**src/rtl/apb_pkg.sv**
```systemverilog
// Shared APB widths and the completer FSM state type.
package apb_pkg;

   localparam int unsigned APB_ADDR_W = 32;
   localparam int unsigned APB_DATA_W = 32;

   typedef enum logic [1:0] {
      ST_IDLE,
      ST_WAIT,
      ST_READY
   } apb_slv_state_t;

endpackage

```
**src/rtl/apb_slv_regfile.sv**
```systemverilog
// Register bank: one synchronous write port, one combinational read port.
module apb_slv_regfile
   import apb_pkg::*;
#(
   parameter int unsigned          NUM_REGS  = 4,
   parameter int unsigned          IDX_W     = 2,
   parameter logic [APB_DATA_W-1:0] RESET_VAL = '0
) (
   input  logic                  clk_i,
   input  logic                  rst_i,
   input  logic                  we_i,
   input  logic [IDX_W-1:0]      widx_i,
   input  logic [APB_DATA_W-1:0] wdata_i,
   input  logic [IDX_W-1:0]      ridx_i,
   output logic [APB_DATA_W-1:0] rdata_o
);

   logic [APB_DATA_W-1:0] regs_q [NUM_REGS];
   logic [APB_DATA_W-1:0] regs_d [NUM_REGS];

   always_comb begin
      for (int i = 0; i < int'(NUM_REGS); i++) begin
         regs_d[i] = regs_q[i];
      end
      if (we_i) begin
         regs_d[widx_i] = wdata_i;
      end
   end

   always_ff @(posedge clk_i) begin
      for (int i = 0; i < int'(NUM_REGS); i++) begin
         if (rst_i) begin
            regs_q[i] <= RESET_VAL;
         end else begin
            regs_q[i] <= regs_d[i];
         end
      end
   end

   assign rdata_o = regs_q[ridx_i];

endmodule

```
**src/rtl/apb_reg_slave.sv**
```systemverilog
// APB completer with a small word-addressed register bank, programmable wait
// states and an error response for out-of-range or misaligned addresses.
module apb_reg_slave
   import apb_pkg::*;
#(
   parameter logic [APB_ADDR_W-1:0] BASE_ADDR   = 32'h0000_A000,
   parameter int unsigned           NUM_REGS    = 4,
   parameter int unsigned           WAIT_CYCLES = 0,
   parameter logic [APB_DATA_W-1:0] RESET_VAL   = 32'h0
) (
   input  logic                  pclk,
   input  logic                  preset,
   input  logic                  psel_i,
   input  logic                  penable_i,
   input  logic [APB_ADDR_W-1:0] paddr_i,
   input  logic                  pwrite_i,
   input  logic [APB_DATA_W-1:0] pwdata_i,
   output logic [APB_DATA_W-1:0] prdata_o,
   output logic                  pready_o,
   output logic                  pslverr_o,
   output logic [7:0]            wr_count_o
);

   localparam int unsigned IDX_W = (NUM_REGS > 1) ? $clog2(NUM_REGS) : 1;
   localparam logic [APB_ADDR_W-1:0] SPAN = APB_ADDR_W'(4 * NUM_REGS);

   apb_slv_state_t        state_q, state_d;
   logic [3:0]            wcnt_q, wcnt_d;
   logic [IDX_W-1:0]      idx_q, idx_d;
   logic                  hit_q, hit_d;
   logic                  pwrite_q, pwrite_d;
   logic [APB_DATA_W-1:0] pwdata_q, pwdata_d;
   logic [7:0]            wr_count_q, wr_count_d;

   logic [APB_ADDR_W-1:0] offset;
   logic                  hit;
   logic                  we;
   logic [APB_DATA_W-1:0] rdata;

   // Offset compare avoids overflow when the bank sits at the top of the map.
   assign offset = paddr_i - BASE_ADDR;
   assign hit    = (paddr_i[1:0] == 2'b00) && (paddr_i >= BASE_ADDR) && (offset < SPAN);

   always_comb begin
      state_d    = state_q;
      wcnt_d     = wcnt_q;
      idx_d      = idx_q;
      hit_d      = hit_q;
      pwrite_d   = pwrite_q;
      pwdata_d   = pwdata_q;
      wr_count_d = wr_count_q;
      we         = 1'b0;
      unique case (state_q)
         ST_IDLE: begin
            if (psel_i && !penable_i) begin
               idx_d    = offset[IDX_W+1:2];
               hit_d    = hit;
               pwrite_d = pwrite_i;
               pwdata_d = pwdata_i;
               wcnt_d   = 4'(WAIT_CYCLES);
               state_d  = (WAIT_CYCLES > 0) ? ST_WAIT : ST_READY;
            end
         end
         ST_WAIT: begin
            if (!psel_i) begin
               state_d = ST_IDLE;
            end else if (penable_i) begin
               wcnt_d = wcnt_q - 4'd1;
               if (wcnt_q == 4'd1) begin
                  state_d = ST_READY;
               end
            end
         end
         ST_READY: begin
            if (!psel_i) begin
               state_d = ST_IDLE;
            end else if (penable_i) begin
               we = pwrite_q && hit_q;
               if (we) begin
                  wr_count_d = wr_count_q + 8'd1;
               end
               state_d = ST_IDLE;
            end
         end
         default: state_d = ST_IDLE;
      endcase
   end

   always_ff @(posedge pclk) begin
      if (preset) begin
         state_q    <= ST_IDLE;
         wcnt_q     <= '0;
         idx_q      <= '0;
         hit_q      <= 1'b0;
         pwrite_q   <= 1'b0;
         pwdata_q   <= '0;
         wr_count_q <= '0;
      end else begin
         state_q    <= state_d;
         wcnt_q     <= wcnt_d;
         idx_q      <= idx_d;
         hit_q      <= hit_d;
         pwrite_q   <= pwrite_d;
         pwdata_q   <= pwdata_d;
         wr_count_q <= wr_count_d;
      end
   end

   apb_slv_regfile #(
      .NUM_REGS  (NUM_REGS),
      .IDX_W     (IDX_W),
      .RESET_VAL (RESET_VAL)
   ) u_regfile (
      .clk_i   (pclk),
      .rst_i   (preset),
      .we_i    (we),
      .widx_i  (idx_q),
      .wdata_i (pwdata_q),
      .ridx_i  (idx_q),
      .rdata_o (rdata)
   );

   assign pready_o   = (state_q == ST_READY);
   assign pslverr_o  = pready_o && !hit_q;
   assign prdata_o   = (pready_o && hit_q && !pwrite_q) ? rdata : '0;
   assign wr_count_o = wr_count_q;

endmodule

```
**config.mk**
```make
export PLATFORM = sky130hd
export DESIGN_NAME = apb_reg_slave
export DESIGN_NICKNAME = d
export VERILOG_FILES = /design/src/rtl/apb_pkg.sv /design/src/rtl/apb_slv_regfile.sv /design/src/rtl/apb_reg_slave.sv
export SDC_FILE = /design/constraint.sdc
export NUM_CORES = 1
export LEC_CHECK = 0
export ABC_AREA = 0
export BUFFER_PORTS_ARGS = -buffer_cell sky130_fd_sc_hd__buf_2
export CAP_MARGIN = 20
export CORE_MARGIN = 10
export CORE_UTILIZATION = 59
export CTS_BUF_LIST = sky130_fd_sc_hd__clkbuf_4
export DETAILED_ROUTE_END_ITERATION = 6
export PLACE_DENSITY = 0.78
export SKIP_CTS_REPAIR_TIMING = 1
export SYNTH_ARGS = -nofsm -noshare
export SYNTH_HDL_FRONTEND = slang
export SYNTH_SLANG_ARGS = --single-unit
```
**constraint.sdc**
```tcl
create_clock -name pclk -period 2.2 [get_ports pclk]
set_clock_uncertainty 0.15 [all_clocks]
set_input_delay 0.44 -clock pclk [delete_from_list [all_inputs] [get_ports pclk]]
set_output_delay 0.44 -clock pclk [all_outputs]
set_load 0.05 [all_outputs]
```
==> run metrics <==
outcome finished, violations left; failing checks design-rule violations, negative setup slack; max-slew violation count 0; Clock Power Share 0.338; initial antenna violation count 0; growth of design area from synthesis to finish 27.2%; CTS sink count 175; GRT Total Usage 0.214; # diodes 0; input/output buffers 110; internal power 4.54 mW; DP HPWL 12.7 mm; Final Hold Viols 0; VDD IR max approximately 490 uV; dpl ws ~0.08 ns; WL final around 20 mm; Worst-Margin Slew roughly 0.44 ns; FF-to-FF Start pwrite_q; hold depth 3; post-synthesis cell area 7400 um2; min-delay src pwdata_i[14]; syn nets 918; FF-to-FF path depth 7; critical path endpoint category output pin; Starting Density 0.609; count of cell types in the netlist 40; clock buffer depth 2; Placer Congestion 0.820; TritonCTS clock tree built; WL/cell 17.3 um; Storage cell area ~3500 um2; post-layout util 0.774; # rows 40; Tot Pwr between 6 and 7 mW; layout cells sized above 1 0.247; power density cells 642 nW/um2; IO Count between 100 and 150; H-tree depth 4; vias in the first global route roughly 6,400; total iterations of the first detailed-routing run 7; vias per cell about 5.7; synthesized instance count around 850; critical path required time between 1.5 and 2 ns; Pleak around 3.2 nW; via count around 6,600; Max-cap violations 0; YS warnings 0; die area about 17,000 um2; Startpoint Class flip-flop; relative slew slack 0.705; Setup-failing EPs final 32; Mapped Avg Cell Area 8.75 um2; first-pass GRT wire length slightly above 30 mm; FILL cells approximately 800; antenna viol nets, final 0; root buffer cell clkbuf_4; critical path type reg -> out; combinational power share 0.109; Hold Path End pwdata_q[14]; nets@finish ~1,100; core area ~12,000 um2; DRC Markers 1; r2r setup slk around 0.24 ns; post-synthesis sequential element count between 150 and 200; Critical Path Fanout Max 6; Worst R2R End u_regfile.regs_q[2][25]; area of the multi-input gates 3840 um2; f_max about 380 MHz; Tmin final 2.61 ns; Seq pwr share 0.552; crit path DAT 2.02 ns; Num CTS Buffers 17; largest net degree at the start of global routing between 90 and 100; Clock transition at path regs ~0.14 ns; period utilization 1.19; Min-Delay Path Class in -> reg; final worst slack -0.411 ns; fin cells about 1,200; die height ~130 um; final global-route overflow total 0; Horiz. Die Dim roughly 130 um; clk_lat worst skew 0.56 ns; 1st-iter DRT viols 630; RSZ-0062 raised after global routing yes; sequential fraction of the synthesis area 0.473; placed insts between 1,000 and 1,500; Net Sw Frac 0.249; NetSw roughly 1.5 mW
power by group through the flow:
stage	Sequential (mW)	Combinational [mW]	Clock, mW
3_5_place_dp	3.40	0.582	0
2_1_floorplan	3.40	0.380	0
5_1_grt	3.36	0.718	2.22
4_1_cts	3.33	0.584	2.07
6_report	3.34	0.662	2.05
3_3_place_gp	3.40	0.565	0
critical path: stages (launching register included):
cell     delay, ns
dfxtp_4       0.47
buf_8         0.16
mux4_2        0.50
nor2b_4       0.15
buf_8         0.17
per-layer routing:
metal / routed length [um] / vias to the layer above / track usage
met1: 8050 / 3169 / 0.256
met5: 0 / - / 0
met3: 1530 / 20 / 0.0678
met2: 10200 / 269 / 0.358
li1: - / 3120 / -
met4: 214 / 0 / 0.0649
through the flow:
step           area [um2]  TNS, ns  hold WS (ns)
2_1_floorplan        7650        0         0.283
3_3_place_gp         8430        0         0.288
3_5_place_dp         8430        0         0.296
4_1_cts              8750   -14.14       -0.0768
5_1_grt              9420   -14.92       0.00488
6_report             9420   -11.69       0.00368
state kept, by name (all words and copies together), names as in the netlist, named ones only:
signal / count
hit_q: 1
idx_q: 2
wr_count_o: 8
state_q: 1
pwrite_q: 1
pwdata_q: 32
u_regfile.regs_q: 128
worst max path at each step:
stage / startpoint / endpoint / slack (ns) / depth (start not counted)
final: flip-flop / prdata_o[1] / -0.41 / 4
after CTS: flip-flop / prdata_o[0] / -0.52 / 4
after global routing: flip-flop / prdata_o[11] / -0.52 / 4
after floorplan: state_q[1] / prdata_o[10] / 0.05 / 4
after detailed placement: paddr_i[13] / hit_q / 0.08 / 8
after global placement: paddr_i[13] / hit_q / 0.12 / 8
cells in the final DEF, fill, tap and decap left out, types with 2 or more instances in the layout:
cell type        n
nand3b_1         3
dlygate4sd3_1   32
bufinv_16        5
buf_6           27
xor2_1           5
o21a_1           3
clkbuf_16        3
mux2i_1         35
nor2_1          49
nor4_1           5
nor3b_4          2
nand2b_1         3
nand3_1          3
nor3_1           3
buf_2           77
mux4_2          32
o211ai_1         3
nand4_1          5
nor2b_4         32
ha_1             2
clkinv_2         3
and3_1           2
and4b_1          2
buf_12           7
buf_4           23
dfxtp_1        172
nor3b_1          3
nor2b_1          2
buf_8            8
inv_1            3
clkbuf_4        17
dfxtp_4          2
clkinv_1         4
a21oi_1        130
xnor2_1          5
nand2_1        263
area by class of cell:
| type | count | share of cell area |
|---|---|---|
| Clock buffer | 17 | 0.0136 |
| Clock inverter | 14 | 0.0209 |
| Inverter | 3 | 0.00120 |
| Multi-Input combinational cell | 605 | 0.408 |
| Sequential cell | 175 | 0.373 |
| Tap cell | 168 | 0.0223 |
| Timing Repair Buffer | 177 | 0.161 |
synth_stat cells:
master	number	area (um2)
or2_1	1	6.26
clkbuf_1	34	128
nor2b_1	34	213
a32oi_1	1	8.76
nor3b_4	2	37.5
nand3b_1	3	22.5
xor2_1	5	43.8
and3_1	2	12.5
nor4_1	5	31.3
o21ai_0	1	5.00
mux2i_1	35	350
a21o_1	1	7.51
buf_2	23	115
nor3b_1	3	22.5
nor2_1	49	184
a221oi_1	1	8.76
o21a_1	3	22.5
and4b_1	2	20.0
nand4_1	5	31.3
buf_6	4	45.0
nand4b_1	1	8.76
a21oi_1	130	651
or2_2	1	6.26
nand3_1	3	15.0
xnor2_1	5	43.8
nor2_2	1	6.26
o211ai_1	3	22.5
mux4_2	32	721
a211o_1	1	8.76
dfxtp_1	175	3500
buf_4	1	7.51
or3_1	1	6.26
o22ai_1	1	6.26
nand2_1	263	987
ha_1	3	37.5
nand2b_1	3	18.8
inv_1	3	11.3
buf_1	1	3.75
nor3_1	3	15.0
nor3_2	1	10.0
kinds of logic (layout without fill, tap and decap cells):
| family | count (synthesis) | in the layout | share of synthesized area |
|---|---|---|---|
| simple gates | 383 | 383 | 0.223 |
| xor+xnor | 10 | 10 | 0.0118 |
| mux | 67 | 67 | 0.145 |
| flops | 175 | 175 | 0.473 |
| fa+ha+maj | 3 | 3 | 0.00507 |
| compound gates | 142 | 142 | 0.100 |
| buf+inv | 66 | 211 | 0.0419 |
Power figures use the tool's default switching activity.
